### config.mk
export PLATFORM = sky130hd
export DESIGN_NAME = fetch_unit
export DESIGN_NICKNAME = d
export VERILOG_FILES = /design/src/rtl/fetch_unit.sv
export SDC_FILE = /design/constraint.sdc
export NUM_CORES = 1
export LEC_CHECK = 0
export CELL_PAD_IN_SITES_DETAIL_PLACEMENT = 1
export CELL_PAD_IN_SITES_GLOBAL_PLACEMENT = 2
export CORE_ASPECT_RATIO = 0.6
export CORE_MARGIN = 8
export CORE_UTILIZATION = 22
export CTS_CLUSTER_DIAMETER = 200
export DETAILED_ROUTE_END_ITERATION = 10
export PLACE_DENSITY = 0.83
export SLEW_MARGIN = 20
export SYNTH_ARGS = -nofsm -noshare
export SYNTH_HDL_FRONTEND = slang
export SYNTH_SLANG_ARGS = --single-unit
### constraint.sdc
create_clock -name clk -period 2.73 [get_ports clk]
set_input_delay 0.546 -clock clk [delete_from_list [all_inputs] [get_ports clk]]
set_output_delay 0.546 -clock clk [all_outputs]
set_load 0.01 [all_outputs]
### src/rtl/fetch_unit.sv
// Instruction fetch stage for the non-pipelined RV32I core.
// Fetches one instruction per PC from instruction memory, hands it to decode,
// then waits for the resolved next PC from execute before fetching again.
module fetch_unit #(
    parameter logic [31:0] RESET_PC = 32'h0000_0000
) (
    input  logic        clk,
    input  logic        rst,
    input  logic        pc_next_valid,
    input  logic [31:0] pc_next,
    output logic        imem_req,
    output logic [31:0] imem_addr,
    input  logic        imem_gnt,
    input  logic        imem_rvalid,
    input  logic [31:0] imem_rdata,
    output logic        inst_valid,
    input  logic        inst_ready,
    output logic [31:0] inst,
    output logic [31:0] pc,
    output logic        misalign_err,
    output logic [31:0] fetch_count
);

    typedef enum logic [2:0] {
        S_REQ   = 3'd0,
        S_WAIT  = 3'd1,
        S_ISSUE = 3'd2,
        S_NEXT  = 3'd3,
        S_HALT  = 3'd4
    } state_t;

    state_t state;

    // Fetch sequencing: request, await response, issue to decode, await next PC.
    always_ff @(posedge clk) begin
        if (rst) begin
            state        <= S_REQ;
            pc           <= RESET_PC;
            inst         <= 32'h0;
            misalign_err <= 1'b0;
            fetch_count  <= 32'h0;
        end else begin
            case (state)
                // rvalid deliberately ignored here so stale responses are dropped
                S_REQ: begin
                    if (imem_gnt) begin
                        state <= S_WAIT;
                    end
                end
                S_WAIT: begin
                    if (imem_rvalid) begin
                        inst  <= imem_rdata;
                        state <= S_ISSUE;
                    end
                end
                S_ISSUE: begin
                    if (inst_ready) begin
                        fetch_count <= fetch_count + 32'd1;
                        state       <= S_NEXT;
                    end
                end
                S_NEXT: begin
                    if (pc_next_valid) begin
                        if (pc_next[1:0] == 2'b00) begin
                            pc    <= pc_next;
                            state <= S_REQ;
                        end else begin
                            misalign_err <= 1'b1;
                            state        <= S_HALT;
                        end
                    end
                end
                S_HALT: begin
                    state <= S_HALT;
                end
                default: begin
                    state <= S_HALT;
                end
            endcase
        end
    end

    // Handshake strobes decode straight from state; reset suppresses them immediately.
    assign imem_req   = (state == S_REQ) && !rst;
    assign inst_valid = (state == S_ISSUE) && !rst;
    assign imem_addr  = pc;

endmodule

Word level (Yosys, flattened, before mapping)
Index checks and enable logic that the tools add are counted.

word-level totals
  output and inout bits = 131
  register bits after elaboration = 100

operators by class
  equal/unequal tests = 7
  bitwise operators = 1
  mux-type cells = 6
  $add $sub $neg = 1
  reductions and logical operators = 10

operators with widths
  kind                   number
  $add 32x1->32 const B  1
  $mux 3                 5
  $pmux 3 s4             1
  $ne 2x2->1 const B     4
  $eq 3x2->1 const B     2
  $reduce_and 3->1       2
  $reduce_and 2->1       2
  $reduce_and 4->1       1
  $eq 3x1->1 const B     1
  $logic_not 3->1        1
  $logic_and 1x1->1      2
  $logic_not 2->1        1
  $logic_not 1->1        1
  $not 1->1              1

Logic depth before layout (Yosys ltp)
  word-level depth = 4
  gate-level depth with buffers = 7

Least setup slack after synthesis
No wires, ideal clock.

  kind = reg-to-reg
  start = reg fetch_count[10]
  end = reg fetch_count[31]
  data required time = 2.609 ns
  library setup time = 0.121 ns
  slack = 0.615 ns
  path buffers = 2
  arrival = 1.995 ns
  cell stages (with the launch flop) = 7
  cells stage by stage = dfxtp_1 > nand4_2 > or4_4 > buf_6 > buf_6 > nor4_1 > mux2_2

between the ends
  word-level cells in the longest chain between the ends = 1

ends and longest elaborated chain
  element                   RTL line  text
  start: declaration        21        output logic [31:0] fetch_count
  start signal: assignment  58        fetch_count <= fetch_count + 32'd1;
  $add 32x1->32             58

No other way between the ends.
A chain may end at the register's enable or synchronous reset.

Worst setup path in the final report
  start = reg state[1]
  end = out inst_valid

between the ends
  word-level cells in the longest chain between the ends = 2

ends and longest elaborated chain
  element                   RTL line  text
  start: declaration        32        state_t state;
  start signal: assignment  37        state <= S_REQ;
  start signal: assignment  47        state <= S_WAIT;
  start signal: assignment  53        state <= S_ISSUE;
  $eq 3x2->1                85        assign inst_valid = (state == S_ISSUE) && !rst;
  $logic_and 1x1->1         85
  end: declaration          16        output logic inst_valid,

No other way between the ends.

==> results.py <==
metrics = {
    "grt": {
        "grt_max_degree": 72,
        "grt_pass1_vias": 4471,
        "grt_pass1_wl_mm": 24.5,
        "grt_usage": 0.127,
        "antenna_found_initial": 0,
        "grt_overflow": 0,
    },
    "worst_hold_path": {
        "worst_hold_path_type": "reg2reg",
        "whs_endpoint": "inst[8]",
        "hold_depth": 2,
        "hold_path_startpoint": "inst[8]",
    },
    "floorplanning": {
        "core_area_um2": 18900,
        "ios": 201,
        "start_util": 0.223,
        "dieWidth_um": 195,
        "die_y_um": 123,
        "die-area_um2": 24000,
        "core.rowCount": 39,
    },
    "final_layout": {
        "seqCellArea_um2": 2000,
        "drive_gt1_frac": 0.0543,
        "insertedDiodeCount": 0,
        "nets": 747,
        "area_growth_pct": 54.1,
        "fillers": 2206,
        "multiInputGateArea_um2": 1810,
    },
    "timing": {
        "clock.fmax_mhz": 440,
        "setup_viol": 0,
        "finalCriticalPeriod_ns": 2.27,
        "drv_slew": 0,
        "maxSlewHeadroom": 0.470,
        "finClkSkew_ns": 0.0109,
        "timing.final.hold_violations": 0,
        "max_slew.worst_pin.slew_ns": 0.795,
        "rsz0062_at_grt": "false",
        "fin_tns_setup_ns": 0,
        "min_period_over_period": 0.832,
    },
    "critical_path": {
        "cp.required_ns": 2.18,
        "cp_slowest_stage_delay_ns": 0.65,
        "reg2reg_from": "fetch_count[9]",
        "crit_type": "reg2out",
        "r2r_slack_ns": 0.49,
        "endpoint_kind": "output port",
        "worstSetupStartpointType": "flop",
        "rr_worst_depth": 4,
        "crit_path_cell_trace": "nor4b_1, clkdlybuf4s50_1",
        "cp_slowest_cell": "clkdlybuf4s50_1",
        "crit_fanout": 9,
        "arrival_ns": 1.73,
        "r2r_end": "fetch_count[31]",
    },
    "pwr": {
        "total_power_mw": 3.00,
        "power.leakage_nw": 2.11,
        "peakVddDrop_v": 0.000237,
        "power_density_nw_per_um2": 462,
    },
    "drt": {
        "vias": 4204,
        "vias_per_cell": 4.54,
        "post-route-drc-count": 0,
        "wl_per_cell_um": 16.9,
        "routed_wl_mm": 15.7,
        "drt_iter0_drc": 120,
        "drtPass1Iterations": 4,
        "antenna_left": 0,
    },
    "status": {
        "status": "finished clean",
    },
    "clock_tree": {
        "clk_latency_ns": 0.34,
        "cts-buffers-inserted": 9,
        "cts_tree": "yes",
        "cts_max_level": 3,
        "postCtsSetupRepairBufs": 0,
        "cts-root-buf": "clkbuf_16",
        "numClockSinks": 100,
        "cts_resized": 0,
        "clockBufferDepth": 2,
        "clkTransAtPathRegs_ns": 0.07,
        "ctsHoldBuffers": 0,
    },
    "logic_synthesis": {
        "syn_nets": 591,
        "netlist_instances": 520,
        "postSynthAreaPerCell_um2": 8.09,
        "seq_area_frac_synth": 0.476,
        "yosys_warnings": 0,
        "ys_seq_elements": 100,
        "synthDistinctLibCells": 38,
        "synth_area_um2": 4210,
    },
    "place": {
        "port_buffers": 200,
        "dp_hpwl_mm": 12.0,
        "gp_congestion": 0.795,
    },
    "flow_run": {
        "cap_violations": 0,
    },
}
-- power by group --
group | total [mW] | internal, mW | switching [mW]
clock | 1.20 | 0.622 | 0.575
sequential | 1.51 | 1.49 | 0.0212
combinational | 0.292 | 0.166 | 0.126
total | 3.00 | 2.27 | 0.722
-- cells in the final DEF (no fill, tap or decap), types with 4 or more instances in the layout --
cell,count
and3_1,6
or4_1,12
nor4_1,4
nor2b_1,9
nand2_1,139
nor2_1,17
or3_1,4
nor3_1,5
clkbuf_16,9
dfxtp_1,100
a21oi_1,81
clkdlybuf4s50_1,199
o21ai_0,5
o31ai_1,12
xor2_1,6
mux2_2,7
inv_1,4
nand4_1,9
nand3_1,13
buf_4,12
-- through the flow --
stage,cells,utilization,setup slack (ns),hold slack (ns),instance area (um^2)
floorplan,520,-,0.615,0.470,4210
global placement,911,0.329,0.306,0.441,6210
detailed placement,911,0.329,0.251,0.448,6210
CTS,927,0.343,0.402,0.459,6480
global route,927,0.343,0.326,0.471,6480
finish,927,0.343,0.459,0.456,6480
-- Yosys cell counts, drive strengths merged --
cell type	number	share of area
a22oi	1	0.0018
xnor2	1	0.0021
a2111oi	1	0.0021
dfxtp	100	0.48
nor3	5	0.0059
a211oi	1	0.0018
o31ai	12	0.021
or4	13	0.024
o41ai	1	0.0021
o21ai	5	0.0059
nor4b	1	0.0021
nor2b	9	0.013
nand4	10	0.016
buf	35	0.063
and3	6	0.0089
nand2	139	0.12
xor2	6	0.012
mux2i	1	0.0024
inv	4	0.0036
or4b	1	0.0024
or3	4	0.0059
and2	2	0.0030
mux2	7	0.019
and4	3	0.0062
a21o	1	0.0018
nor3b	2	0.0036
and4bb	1	0.0030
nor4	4	0.0059
ha	1	0.0030
nor2	17	0.015
clkbuf	31	0.028
nand3	13	0.015
and4b	1	0.0024
a21oi	81	0.096
-- metal layers --
metal	GRT usage	wire length, um	vias up
met1	0.162	7490	2020
met4	0.0214	68	0
met5	0	0	-
li1	-	-	2049
met3	0.0457	1090	9
met2	0.207	7030	126
-- registers in the layout, summed over array words and instances, names as in the netlist --
signal and count:
fetch_count 32, imem_addr 32, state 3, misalign_err 1
inst 32
-- worst max path at each step --
| stage | slack, ns | startpoint | end | depth (start not counted) |
|---|---|---|---|---|
| after floorplan | 0.61 | fetch_count[10] | fetch_count[31] | 6 |
| after global placement | 0.31 | inst_ready | fetch_count[31] | 5 |
| after detailed placement | 0.25 | inst_ready | fetch_count[31] | 5 |
| after CTS | 0.40 | state[1] | inst_valid | 2 |
| after global routing | 0.33 | state[1] | inst_valid | 2 |
| final | 0.46 | state[1] | inst_valid | 2 |
-- worst max-delay path: cells and delay by family (launching register included) --
kind / cells / cell delay [ns]
flops: 1 / 0.47
simple gates: 1 / 0.27
buf+inv: 1 / 0.65
-- layout make-up --
type	count	area share
Clock buffer	11	0.0359
Clock inverter	5	0.00560
Inverter	4	0.00232
Multi-Input combinational cell	350	0.279
Sequential cell	100	0.309
Tap cell	246	0.0475
Timing Repair Buffer	211	0.321
-- kinds of logic after synthesis --
kind of cell,Yosys count,share of synthesized area
mux,8,0.0211
simple gates,231,0.258
compound gates,103,0.133
fa+ha+maj,1,0.00297
buf+inv,70,0.0946
xor+xnor,7,0.0146
flops,100,0.476
(Power assumes the default switching activity.)
